<file path="src/rtl/state_machine_if.sv">
// Controller/datapath bundle: hand scores and third card in, card-register loads and win lights out.
// Latency: n/a (wiring only).
// Backpressure: none. Loads are level enables sampled by the datapath on the slow clock.
interface state_machine_if;
  logic [3:0] pscore;
  logic [3:0] dscore;
  logic [3:0] pcard3;
  logic       load_pcard1;
  logic       load_pcard2;
  logic       load_pcard3;
  logic       load_dcard1;
  logic       load_dcard2;
  logic       load_dcard3;
  logic       player_win_light;
  logic       dealer_win_light;

  // Controller side
  modport master (
    input  pscore, dscore, pcard3,
    output load_pcard1, load_pcard2, load_pcard3,
    output load_dcard1, load_dcard2, load_dcard3,
    output player_win_light, dealer_win_light
  );

  // Datapath side
  modport slave (
    output pscore, dscore, pcard3,
    input  load_pcard1, load_pcard2, load_pcard3,
    input  load_dcard1, load_dcard2, load_dcard3,
    input  player_win_light, dealer_win_light
  );
endinterface

</file>
<file path="src/rtl/state_machine.sv">
// Baccarat game-flow controller: deals PC1,DC1,PC2,DC2, applies third-card rules, then latches WIN.
// Latency: one state per slow_clock edge; loads are registered, win lights are combinational in WIN.
// Backpressure: none. The game advances on every edge and WIN holds until resetb.
module state_machine (
  input  logic       slow_clock,
  input  logic       resetb,
  state_machine_if.master bus
);

  typedef enum logic [2:0] {
    PC1 = 3'd0,
    DC1 = 3'd1,
    PC2 = 3'd2,
    DC2 = 3'd3,
    PC3 = 3'd4,
    DC3 = 3'd5,
    WIN = 3'd6
  } state_t;

  state_t     state;
  state_t     state_nxt;
  logic [5:0] loads_q;   // {pcard1, pcard2, pcard3, dcard1, dcard2, dcard3}
  logic       win_q;

  // Baccarat value of the player's third card. Tens, faces and unused codes count 0.
  function automatic logic [3:0] card_value(input logic [3:0] c);
    return (c >= 4'd1 && c <= 4'd9) ? c : 4'd0;
  endfunction

  // Banker third-card rule, given the dealer score and the player third-card value
  function automatic logic dealer_draws(input logic [3:0] ds, input logic [3:0] v);
    logic d;
    d = 1'b0;
    case (ds)
      4'd0, 4'd1, 4'd2: d = 1'b1;
      4'd3:             d = (v != 4'd8);
      4'd4:             d = (v >= 4'd2) && (v <= 4'd7);
      4'd5:             d = (v >= 4'd4) && (v <= 4'd7);
      4'd6:             d = (v >= 4'd6) && (v <= 4'd7);
      default:          d = 1'b0;
    endcase
    return d;
  endfunction

  // Moore load decode. Applied to the next state so the registered loads line up with state.
  function automatic logic [5:0] load_decode(input state_t s);
    logic [5:0] l;
    l = 6'b000000;
    case (s)
      PC1:     l = 6'b100000;
      PC2:     l = 6'b010000;
      PC3:     l = 6'b001000;
      DC1:     l = 6'b000100;
      DC2:     l = 6'b000010;
      DC3:     l = 6'b000001;
      default: l = 6'b000000;
    endcase
    return l;
  endfunction

  // Next-state decision. Scores and pcard3 are taken as seen on the edge leaving DC2/PC3.
  always_comb begin
    state_nxt = PC1;
    case (state)
      PC1: state_nxt = DC1;
      DC1: state_nxt = PC2;
      PC2: state_nxt = DC2;
      DC2: begin
        if (bus.pscore >= 4'd8 || bus.dscore >= 4'd8)
          state_nxt = WIN;
        else if (bus.pscore <= 4'd5)
          state_nxt = PC3;
        else if (bus.dscore <= 4'd5)
          state_nxt = DC3;
        else
          state_nxt = WIN;
      end
      PC3:     state_nxt = dealer_draws(bus.dscore, card_value(bus.pcard3)) ? DC3 : WIN;
      DC3:     state_nxt = WIN;
      WIN:     state_nxt = WIN;
      default: state_nxt = PC1;  // unused code 7 recovers to a fresh game
    endcase
  end

  // State register with registered load enables and WIN flag. Reset restarts the game at PC1.
  always_ff @(posedge slow_clock or negedge resetb) begin
    if (!resetb) begin
      state   <= PC1;
      loads_q <= 6'b100000;
      win_q   <= 1'b0;
    end else begin
      state   <= state_nxt;
      loads_q <= load_decode(state_nxt);
      win_q   <= (state_nxt == WIN);
    end
  end

  assign bus.load_pcard1 = loads_q[5];
  assign bus.load_pcard2 = loads_q[4];
  assign bus.load_pcard3 = loads_q[3];
  assign bus.load_dcard1 = loads_q[2];
  assign bus.load_dcard2 = loads_q[1];
  assign bus.load_dcard3 = loads_q[0];

  // Lights follow the live scores while in WIN. A tie lights both.
  assign bus.player_win_light = win_q && (bus.pscore >= bus.dscore);
  assign bus.dealer_win_light = win_q && (bus.dscore >= bus.pscore);

endmodule

</file>
<file path="src/flat_wrapper.sv">
// flat-port wrapper written by rule: the top's interface ports become plain ports
module state_machine_flat 
  (slow_clock, resetb, bus_pscore, bus_dscore, bus_pcard3, bus_load_pcard1, bus_load_pcard2, bus_load_pcard3, bus_load_dcard1, bus_load_dcard2, bus_load_dcard3, bus_player_win_light, bus_dealer_win_light);
  state_machine_if bus_i ();
  input  logic slow_clock;
  input  logic resetb;
  input wire logic [$bits(bus_i.pscore)-1:0] bus_pscore;
  input wire logic [$bits(bus_i.dscore)-1:0] bus_dscore;
  input wire logic [$bits(bus_i.pcard3)-1:0] bus_pcard3;
  output wire logic [$bits(bus_i.load_pcard1)-1:0] bus_load_pcard1;
  output wire logic [$bits(bus_i.load_pcard2)-1:0] bus_load_pcard2;
  output wire logic [$bits(bus_i.load_pcard3)-1:0] bus_load_pcard3;
  output wire logic [$bits(bus_i.load_dcard1)-1:0] bus_load_dcard1;
  output wire logic [$bits(bus_i.load_dcard2)-1:0] bus_load_dcard2;
  output wire logic [$bits(bus_i.load_dcard3)-1:0] bus_load_dcard3;
  output wire logic [$bits(bus_i.player_win_light)-1:0] bus_player_win_light;
  output wire logic [$bits(bus_i.dealer_win_light)-1:0] bus_dealer_win_light;
  assign bus_i.pscore = bus_pscore;
  assign bus_i.dscore = bus_dscore;
  assign bus_i.pcard3 = bus_pcard3;
  assign bus_load_pcard1 = bus_i.load_pcard1;
  assign bus_load_pcard2 = bus_i.load_pcard2;
  assign bus_load_pcard3 = bus_i.load_pcard3;
  assign bus_load_dcard1 = bus_i.load_dcard1;
  assign bus_load_dcard2 = bus_i.load_dcard2;
  assign bus_load_dcard3 = bus_i.load_dcard3;
  assign bus_player_win_light = bus_i.player_win_light;
  assign bus_dealer_win_light = bus_i.dealer_win_light;
  state_machine u_core (.slow_clock(slow_clock), .resetb(resetb), .bus(bus_i));
endmodule
</file>
<file path="config.mk">
export PLATFORM = sky130hd
export DESIGN_NAME = state_machine_flat
export DESIGN_NICKNAME = d
export VERILOG_FILES = /design/src/rtl/state_machine_if.sv /design/src/rtl/state_machine.sv /design/src/flat_wrapper.sv
export SDC_FILE = /design/constraint.sdc
export NUM_CORES = 1
export LEC_CHECK = 0
export BUFFER_PORTS_ARGS = -buffer_cell sky130_fd_sc_hd__buf_4
export CAP_MARGIN = 25
export CELL_PAD_IN_SITES_DETAIL_PLACEMENT = 0
export CELL_PAD_IN_SITES_GLOBAL_PLACEMENT = 2
export CORE_AREA = 2 2 50 52
export DETAILED_ROUTE_END_ITERATION = 12
export DIE_AREA = 0 0 52 54
export HOLD_SLACK_MARGIN = 0.03
export PLACE_DENSITY_LB_ADDON = 0.1
export SYNTH_ARGS = -nofsm -noshare
export SYNTH_HDL_FRONTEND = slang
export SYNTH_SLANG_ARGS = --single-unit
</file>
<file path="constraint.sdc">
create_clock -name slow_clock -period 2.3 [get_ports slow_clock]
set_input_delay 0.69 -clock slow_clock [delete_from_list [all_inputs] [get_ports slow_clock]]
set_output_delay 0.69 -clock slow_clock [all_outputs]
set_load 0.05 [all_outputs]
</file>
==> results.md, run 1 <==
- Total CTS buffers: 3
- Syn. warnings: 0
- Vias/cell: about 4.4
- Setup ws final: -0.1709 ns
- Vias after detailed routing: about 520
- Worst path max stage delay: between 0.2 and 0.25 ns
- Crit end category: output pin
- Layout cell share with drive strength beyond 1: roughly half
- Min-delay worst type: primary input to async pin
- Fin crit period: 2.471 ns
- Initial antenna violation count: 0
- Critical Path AT: approximately 1.8 ns
- Clock-pin slew on the worst setup and hold paths: ~0.060 ns
- Levels on crit path: 8
- Syn_nets: 74
- Met1 wire length: 519 µm
- CP endpoint: bus_player_win_light
- Most common cell in the synthesized netlist: dfrtp_1
- Final hold violation count: 0
- Largest delay share family, worst path: compound AO/OA/AOI/OAI gates
- Hold_ws: 0.2408 ns
- Clock root cell: clkbuf_4
- Starting Density: roughly 25%
- R2R Setup Slk: 1.01 ns
- Standard-cell rows: 18
- Die width: between 50 and 60 µm
- Final period utilization: 107.4%
- Yosys cell types: 27
- Worst Setup Path Type: primary input to output pin
- Final setup skew: roughly 0.004 ns
- First-pass GRT wire length: 2132 µm
- H-tree Lvls: 1
- Clk sinks: 10
- Die Y: around 54 µm
- Starting DRT DRC Count: 4
- Final Max Tran Viols: 0
- Reg2reg path depth: 4
- Top layer used by detailed routing: met4
- Status: complete, but fails checks
- WL met2: between 600 and 700 µm
- Commonest cells post-synth: dfrtp_1 (9), inv_1 (7), ha_1 (4)
- # fillers: 243
- Yosys reg bits: 10
- # IOs: 22
- Largest area contributor in the netlist: dfrtp_1
- Failing checks: negative setup slack
- Async SR Flop Fraction: 100.0%
- Nets: around 110
- Achievable Freq: 0.4047 GHz
- CTS tree: built
- Slowest-stage cell, CP: o21a_1
- EDFF count, synth: 0
- RR Endpoint: u_core.state[0]
- Setup violators final: 2
- Vias in the first global route: between 500 and 600
- Worst-case clock buffer depth: 2
- Routability congestion estimate: between 0.7 and 0.8
- Core ar.: 0.002320 mm²
- Total power: 877.6 µW
- Post-DRT Antenna Nets: 0
- RSZ-0062 raised after global routing: true
- Pre-antenna DRT Iters: 4
- Worst skew pair latency: approximately 0.26 ns
- Max-cap violations: 0
- Top FF cell, synth: dfrtp_1
- Post-synth top area share: around two fifths
- Drt drc: 0
- Crit path cell chain: buf_12 > inv_12 > ha_4 > nor2b_4 > o21a_1 > o21ai_2 > a31oi_4 > buf_6
- DP HPWL: 1046 µm
- Layout Cells excl Fill: 118
- Placed Cells: between 100 and 150
- CP max FO: 2
- Synth Instances: 56
- DR WL/cell: 10.72 µm
- Ranking of synthesized cells by area: dfrtp_1 (39%), ha_1 (8.7%), dfstp_2 (4.6%), inv_1 (4.6%), nor3b_1 (3.9%)
- Final wirelength: 1265 µm
- Setup crit start kind: primary input
- Buf+Inv Stages, Crit Path: 3
- Post-CTS Setup Repair Bufs: 0
- Largest net degree at the start of global routing: 11
- Seq/Total Area, Yosys: 43.89%
- Port bufs: 21
- Syn Area/Cell: between 10 and 15 µm²
- Worst-Margin Slew: between 0.3 and 0.4 ns
- N_diodes: 0
- Hold_buf cts: 0
- GRT overflow: 0
- Pleak: about 0.45 nW
- Mapped Area: about 570 µm²
- Worst rel slew slack: ~77%
- CP required: around 1.6 ns
- Reg2reg start: u_core.state[0]
- Critical Path Source: bus_dscore[1]
- Layout area overhead: 64.19%
- Tot GR Track Use: a little over a tenth
- Die area: around 0.0028 mm²
- Worst VDD drop: 0.0003350 V
- Metal3 WL: about 62 µm
- Pwr dens: 932.7 mW/mm²
worst min-delay path by stage:
stage | endpoint | slack, ns | cells after the start
detailed placement | u_core.loads_q[2] | 0.53 | 1
global route | u_core.loads_q[2] | 0.22 | 1
CTS | u_core.loads_q[2] | 0.24 | 1
finish | u_core.loads_q[2] | 0.24 | 1
global placement | u_core.loads_q[2] | 0.52 | 1
floorplan | u_core.loads_q[0] | 0.39 | 0
sequential cells by signal, indices dropped and copies added, names as in the netlist:
name	count
u_core.state	3
u_core.loads_q	6
u_core.win_q	1
layer usage:
metal / vias up / global-route usage, %
li1: 267 / -
met4: 0 / 7.895
met2: 18 / 18.57
met3: 4 / 2.500
met1: 232 / 10.91
met5: - / 0
worst reg2reg max path, stage by stage, from the launching register on:
cell	delay [ns]
dfrtp_1	0.46
nor3_2	0.20
o21ai_1	0.10
a211oi_2	0.30
o21bai_1	0.16
metrics by stage:
step / worst slack, ns / instance area, µm² / setup TNS [ns] / utilization (%)
after global routing: -0.2225 / 940.9 / -0.4436 / 40.56
after CTS: -0.1749 / 928.4 / -0.3212 / 40.02
after floorplan: -0.06289 / 614.3 / -0.09201 / -
after detailed placement: -0.2785 / 864.6 / -0.5525 / 37.27
after global placement: -0.2860 / 864.6 / -0.5540 / 37.27
final: -0.1709 / 940.9 / -0.3299 / 40.56
report_power, final:
group | switching (mW) | leakage, nW | internal [mW]
combinational | 0.239 | 0.308 | 0.174
clock | 0.0574 | 0.0210 | 0.0960
sequential | 0.0696 | 0.125 | 0.241
cells in the final DEF (no fill, tap or decap), drive strengths merged:
cell / synthesis / layout
nor2: 1 / 1
buf: 1 / 29
and3b: 1 / 1
a41oi: 1 / 1
nand4bb: 1 / 1
o21bai: 2 / 2
nand2: 2 / 2
xnor2: 1 / 1
a211oi: 2 / 2
nor3b: 3 / 3
ha: 4 / 4
o21ai: 3 / 3
inv: 7 / 7
o21a: 2 / 2
nand3: 1 / 1
and3: 2 / 2
nand4: 1 / 1
nor4: 1 / 1
dfstp: 1 / 1
nor3: 5 / 5
clkbuf: 0 / 4
a21o: 1 / 1
a31oi: 2 / 2
dfrtp: 9 / 9
nor2b: 2 / 2
kinds of logic (layout without fill, tap and decap cells):
logic type | Yosys count | after routing | share of synthesized area (%)
DFF | 10 | 10 | 43.89
and+or+nand+nor | 20 | 20 | 24.02
buffers and inverters | 8 | 40 | 5.459
AOI/OAI and AO/OA | 13 | 13 | 16.37
xor gates and xnor gates | 1 | 1 | 1.529
adders and majority gates | 4 | 4 | 8.734
timing repair:
item	4_1_cts	5_1_grt
pin swaps	5	3
setup endpoints to repair	2	2
gates resized for setup	7	4
endpoints found under the hold margin	0	0
layout make-up:
cell class                 instances  area [µm²]  area share [%]
timing repair buffer              29       241.5           25.66
multi-input combinational         38       335.3           35.64
clock buffer                       4       36.28           3.856
inverter                           7       38.79           4.122
sequential                        10       251.5           26.73
tap                               30       37.54           3.989
Note: power is estimated with default switching activity, not from simulation.
==> inputs of run 2 (changes only) <==
--- a/config.mk
+++ b/config.mk
@@ -5,13 +5,13 @@
 export SDC_FILE = /design/constraint.sdc
 export NUM_CORES = 1
 export LEC_CHECK = 0
-export BUFFER_PORTS_ARGS = -buffer_cell sky130_fd_sc_hd__buf_4
 export CAP_MARGIN = 25
 export CELL_PAD_IN_SITES_DETAIL_PLACEMENT = 0
 export CELL_PAD_IN_SITES_GLOBAL_PLACEMENT = 2
-export CORE_AREA = 2 2 50 52
+export CORE_AREA = 2 2 47 49
 export DETAILED_ROUTE_END_ITERATION = 12
-export DIE_AREA = 0 0 52 54
+export DIE_AREA = 0 0 49 51
+export DONT_BUFFER_PORTS = 1
 export HOLD_SLACK_MARGIN = 0.03
 export PLACE_DENSITY_LB_ADDON = 0.1
 export SYNTH_ARGS = -nofsm -noshare
==> constraint.sdc (replaced) <==
create_clock -name slow_clock -period 2.24 [get_ports slow_clock]
set_input_delay 0.672 -clock slow_clock [delete_from_list [all_inputs] [get_ports slow_clock]]
set_output_delay 0.672 -clock slow_clock [all_outputs]
set_load 0.05 [all_outputs]
==> results.md, run 2 (same netlist as run 1, synthesis figures left out) <==
- Worst-Margin Slew: 0.4497 ns (was 0.3464 ns)
- Layout Cells excl Fill: 92 (was 118)
- Largest delay share family, worst path: compound AO/OA/AOI/OAI gates (unchanged)
- Critical Path AT: 1.64 ns (was 1.78 ns)
- Setup ws final: -0.06977 ns (was -0.1709 ns)
- Dpl cell area: 706.9 µm² (was 864.6 µm²)
- FF+latch area: 251.5 µm² (unchanged)
- Crit path cell chain: ha_4 > nor2b_4 > o21a_1 > o21ai_2 > a31oi_4 > buf_12 (was buf_12 > inv_12 > ha_4 > nor2b_4 > o21a_1 > o21ai_2 > a31oi_4 > buf_6)
- Die width: 49 µm (was 52 µm)
- Total CTS buffers: 3 (unchanged)
- Clock-pin slew on the worst setup and hold paths: 0.06 ns (about the same)
- Vias/cell: 4.859 (was 4.415)
- Worst path max stage delay: 0.22 ns (was 0.21 ns)
- Drt drc: 0 (unchanged)
- DP HPWL: 966 µm (was 1046 µm)
- Most frequent cells in the layout: dfrtp_1 (9), inv_1 (6) (was buf_4 (26), dfrtp_1 (9), inv_1 (6))
- Die area: 0.002499 mm² (was 0.002808 mm²)
- N_diodes: 0 (unchanged)
- Fin crit period: 2.310 ns
- Initial antenna violation count: 0 (unchanged)
- First-pass GRT wire length: 2118 µm (was 2132 µm)
- Setup violators final: 2 (unchanged)
- Final period utilization: 103.1%
- Most common cell after layout, fill and taps aside: dfrtp_1 (was buf_4)
- RSZ-0062 raised after global routing: true (unchanged)
- Max-cap violations: 0 (unchanged)
- Regs by FF count: u_core.loads_q (6), u_core.state (3), u_core.win_q (1) (unchanged)
- NetSw: 351.7 µW (was 366.5 µW)
- Vias in the first global route: 475 (was 519)
- Worst VDD drop: 0.0004134 V (was 0.0003350 V)
- Flop pwr share: 51.0% (was 35.4%)
- GRT overflow: 0 (unchanged)
- Layout cell share with drive strength beyond 1: 31.25% (was 51.14%)
- Pre-antenna DRT Iters: 4 (unchanged)
- Starting Density: 27.77% (was 24.70%)
- Core ar.: 0.002063 mm² (was 0.002320 mm²)
- Pleak: 0.3281 nW (was 0.4538 nW)
- Layout area overhead: 30.79% (was 64.19%)
- Reg with most FFs: u_core.loads_q (unchanged)
- Post-DRT Antenna Nets: 0 (unchanged)
- DR WL/cell: 12.43 µm (was 10.72 µm)
- Sw frac: 43.32% (was 41.76%)
- Vias after detailed routing: 447 (was 521)
- # IOs: 22 (unchanged)
- Starting DRT DRC Count: 9 (was 4)
- Internal power: 460.2 µW (was 511.1 µW)
- Failing checks: negative setup slack (unchanged)
- Final Cell Area: 749.5 µm² (was 940.9 µm²)
- Slowest-stage cell, CP: ha_4 (was o21a_1)
- Area of the multi-input gates: 335.3 µm² (unchanged)
- CP max FO: 4 (was 2)
- Worst-case clock buffer depth: 2 (unchanged)
- Tot GR Track Use: 11.27% (was 10.55%)
- Hold_buf cts: 0 (unchanged)
- Final hold violation count: 0 (unchanged)
- Achievable Freq: between 0.4 and 0.5 GHz
- Routability congestion estimate: 0.6761 (was 0.7179)
- Clk sinks: 10 (unchanged)
- Combinational share of power: 33.9% (was 47.1%)
- Final setup skew: 0.007683 ns (was 0.004016 ns)
- CTS tree: built (unchanged)
- Die Y: 51 µm (was 54 µm)
- Port bufs: 0 (was 21)
- Final wirelength: 1144 µm (was 1265 µm)
- Placed Cells: 88 (was 114)
- Worst Setup Path Type: primary input to output pin (unchanged)
- CP required: 1.57 ns (was 1.61 ns)
- Worst rel slew slack: 70.04% (was 76.86%)
- H-tree Lvls: 1 (unchanged)
- Nets: 83 (was 107)
- Worst skew pair latency: 0.26 ns (about the same)
- Largest net degree at the start of global routing: 11 (unchanged)
- Clock Power Share: 15.1% (was 17.5%)
- Buf+Inv Stages, Crit Path: 1 (was 3)
- Pwr dens: 1083 mW/mm² (was 932.7 mW/mm²)
- Max reg flops: 6 (unchanged)
- Setup crit start kind: primary input (unchanged)
- Final Max Tran Viols: 0 (unchanged)
- Clock root cell: clkbuf_4 (unchanged)
- Crit end category: output pin (unchanged)
- Min-delay worst type: primary input to async pin (unchanged)
- Standard-cell rows: 17 (was 18)
- Status: complete, but fails checks (unchanged)
- # fillers: 222 (was 243)
## run 2: changes by cell type in the layout (fill, tap and decap cells not counted)
cell	before	now
buf_8	1	0
buf_6	1	0
buf_12	1	2
clkbuf_1	0	1
o21ai_1	2	1
buf_4	26	3
clkbuf_8	1	0
o21ai_0	0	1
## run 2: layout make-up
| class | instances | share of cell area (%) |
|---|---|---|
| clock buffer | 4 | 3.506 |
| tap | 28 | 4.674 |
| inverter | 7 | 5.175 |
| timing repair buffer | 5 | 8.347 |
| multi-input combinational | 38 | 44.74 |
| sequential | 10 | 33.56 |
## run 2: stage by stage
stage | hold slack, ns | utilization, % | setup TNS, ns | power (mW) | setup slack, ns
floorplan | 0.3764 | - | -0.1400 | 0.5942 | -0.08689
global placement | 0.3767 | 34.26 | -0.2524 | 0.6920 | -0.1435
detailed placement | 0.3768 | 34.26 | -0.2540 | 0.6902 | -0.1273
CTS | 0.09000 | 35.96 | -0.1334 | 0.8223 | -0.06854
global route | 0.07948 | 36.33 | -0.2365 | 0.8709 | -0.1232
finish | 0.1024 | 36.33 | -0.1293 | 0.8119 | -0.06977
## run 2: timing repair
item / 4_1_cts / 5_1_grt
setup buffers: 0 / 0
endpoints found under the setup margin: 2 / 2
gates resized for setup: 2 / 1
pin swaps: 3 / 2
## run 2: path summary, 6_finish.rpt
| check | from | to | slack [ns] | cells after the start |
|---|---|---|---|---|
| worst max-delay path | bus_pscore[1] | bus_player_win_light | -0.07 | 6 |
| worst max register to register | u_core.state[0] | u_core.loads_q[0] | 0.93 | 4 |
| worst min-delay path | resetb | u_core.win_q | 0.10 | 0 |
| max in group asynchronous | resetb | u_core.loads_q[5] | 1.96 | 0 |
| min in group slow_clock | bus_pscore[1] | u_core.loads_q[3] | 0.51 | 1 |
| worst min register to register | u_core.state[0] | u_core.loads_q[1] | 0.58 | 1 |
## run 2: power groups by stage
stage	Clock [mW]	Sequential [mW]	Combinational, mW
after floorplan	0	0.380	0.214
after global placement	0	0.420	0.272
after detailed placement	0	0.417	0.274
after CTS	0.130	0.415	0.277
after global routing	0.139	0.426	0.306
final	0.122	0.414	0.275
## run 2: metal layers
| layer | up-vias | wire, µm | global-route usage [%] |
|---|---|---|---|
| met1 | 208 | 505 | 13.50 |
| li1 | 221 | - | - |
| met2 | 16 | 533 | 17.35 |
| met5 | - | 0 | 0 |
| met3 | 2 | 89 | 2.924 |
| met4 | 0 | 15 | 8.571 |
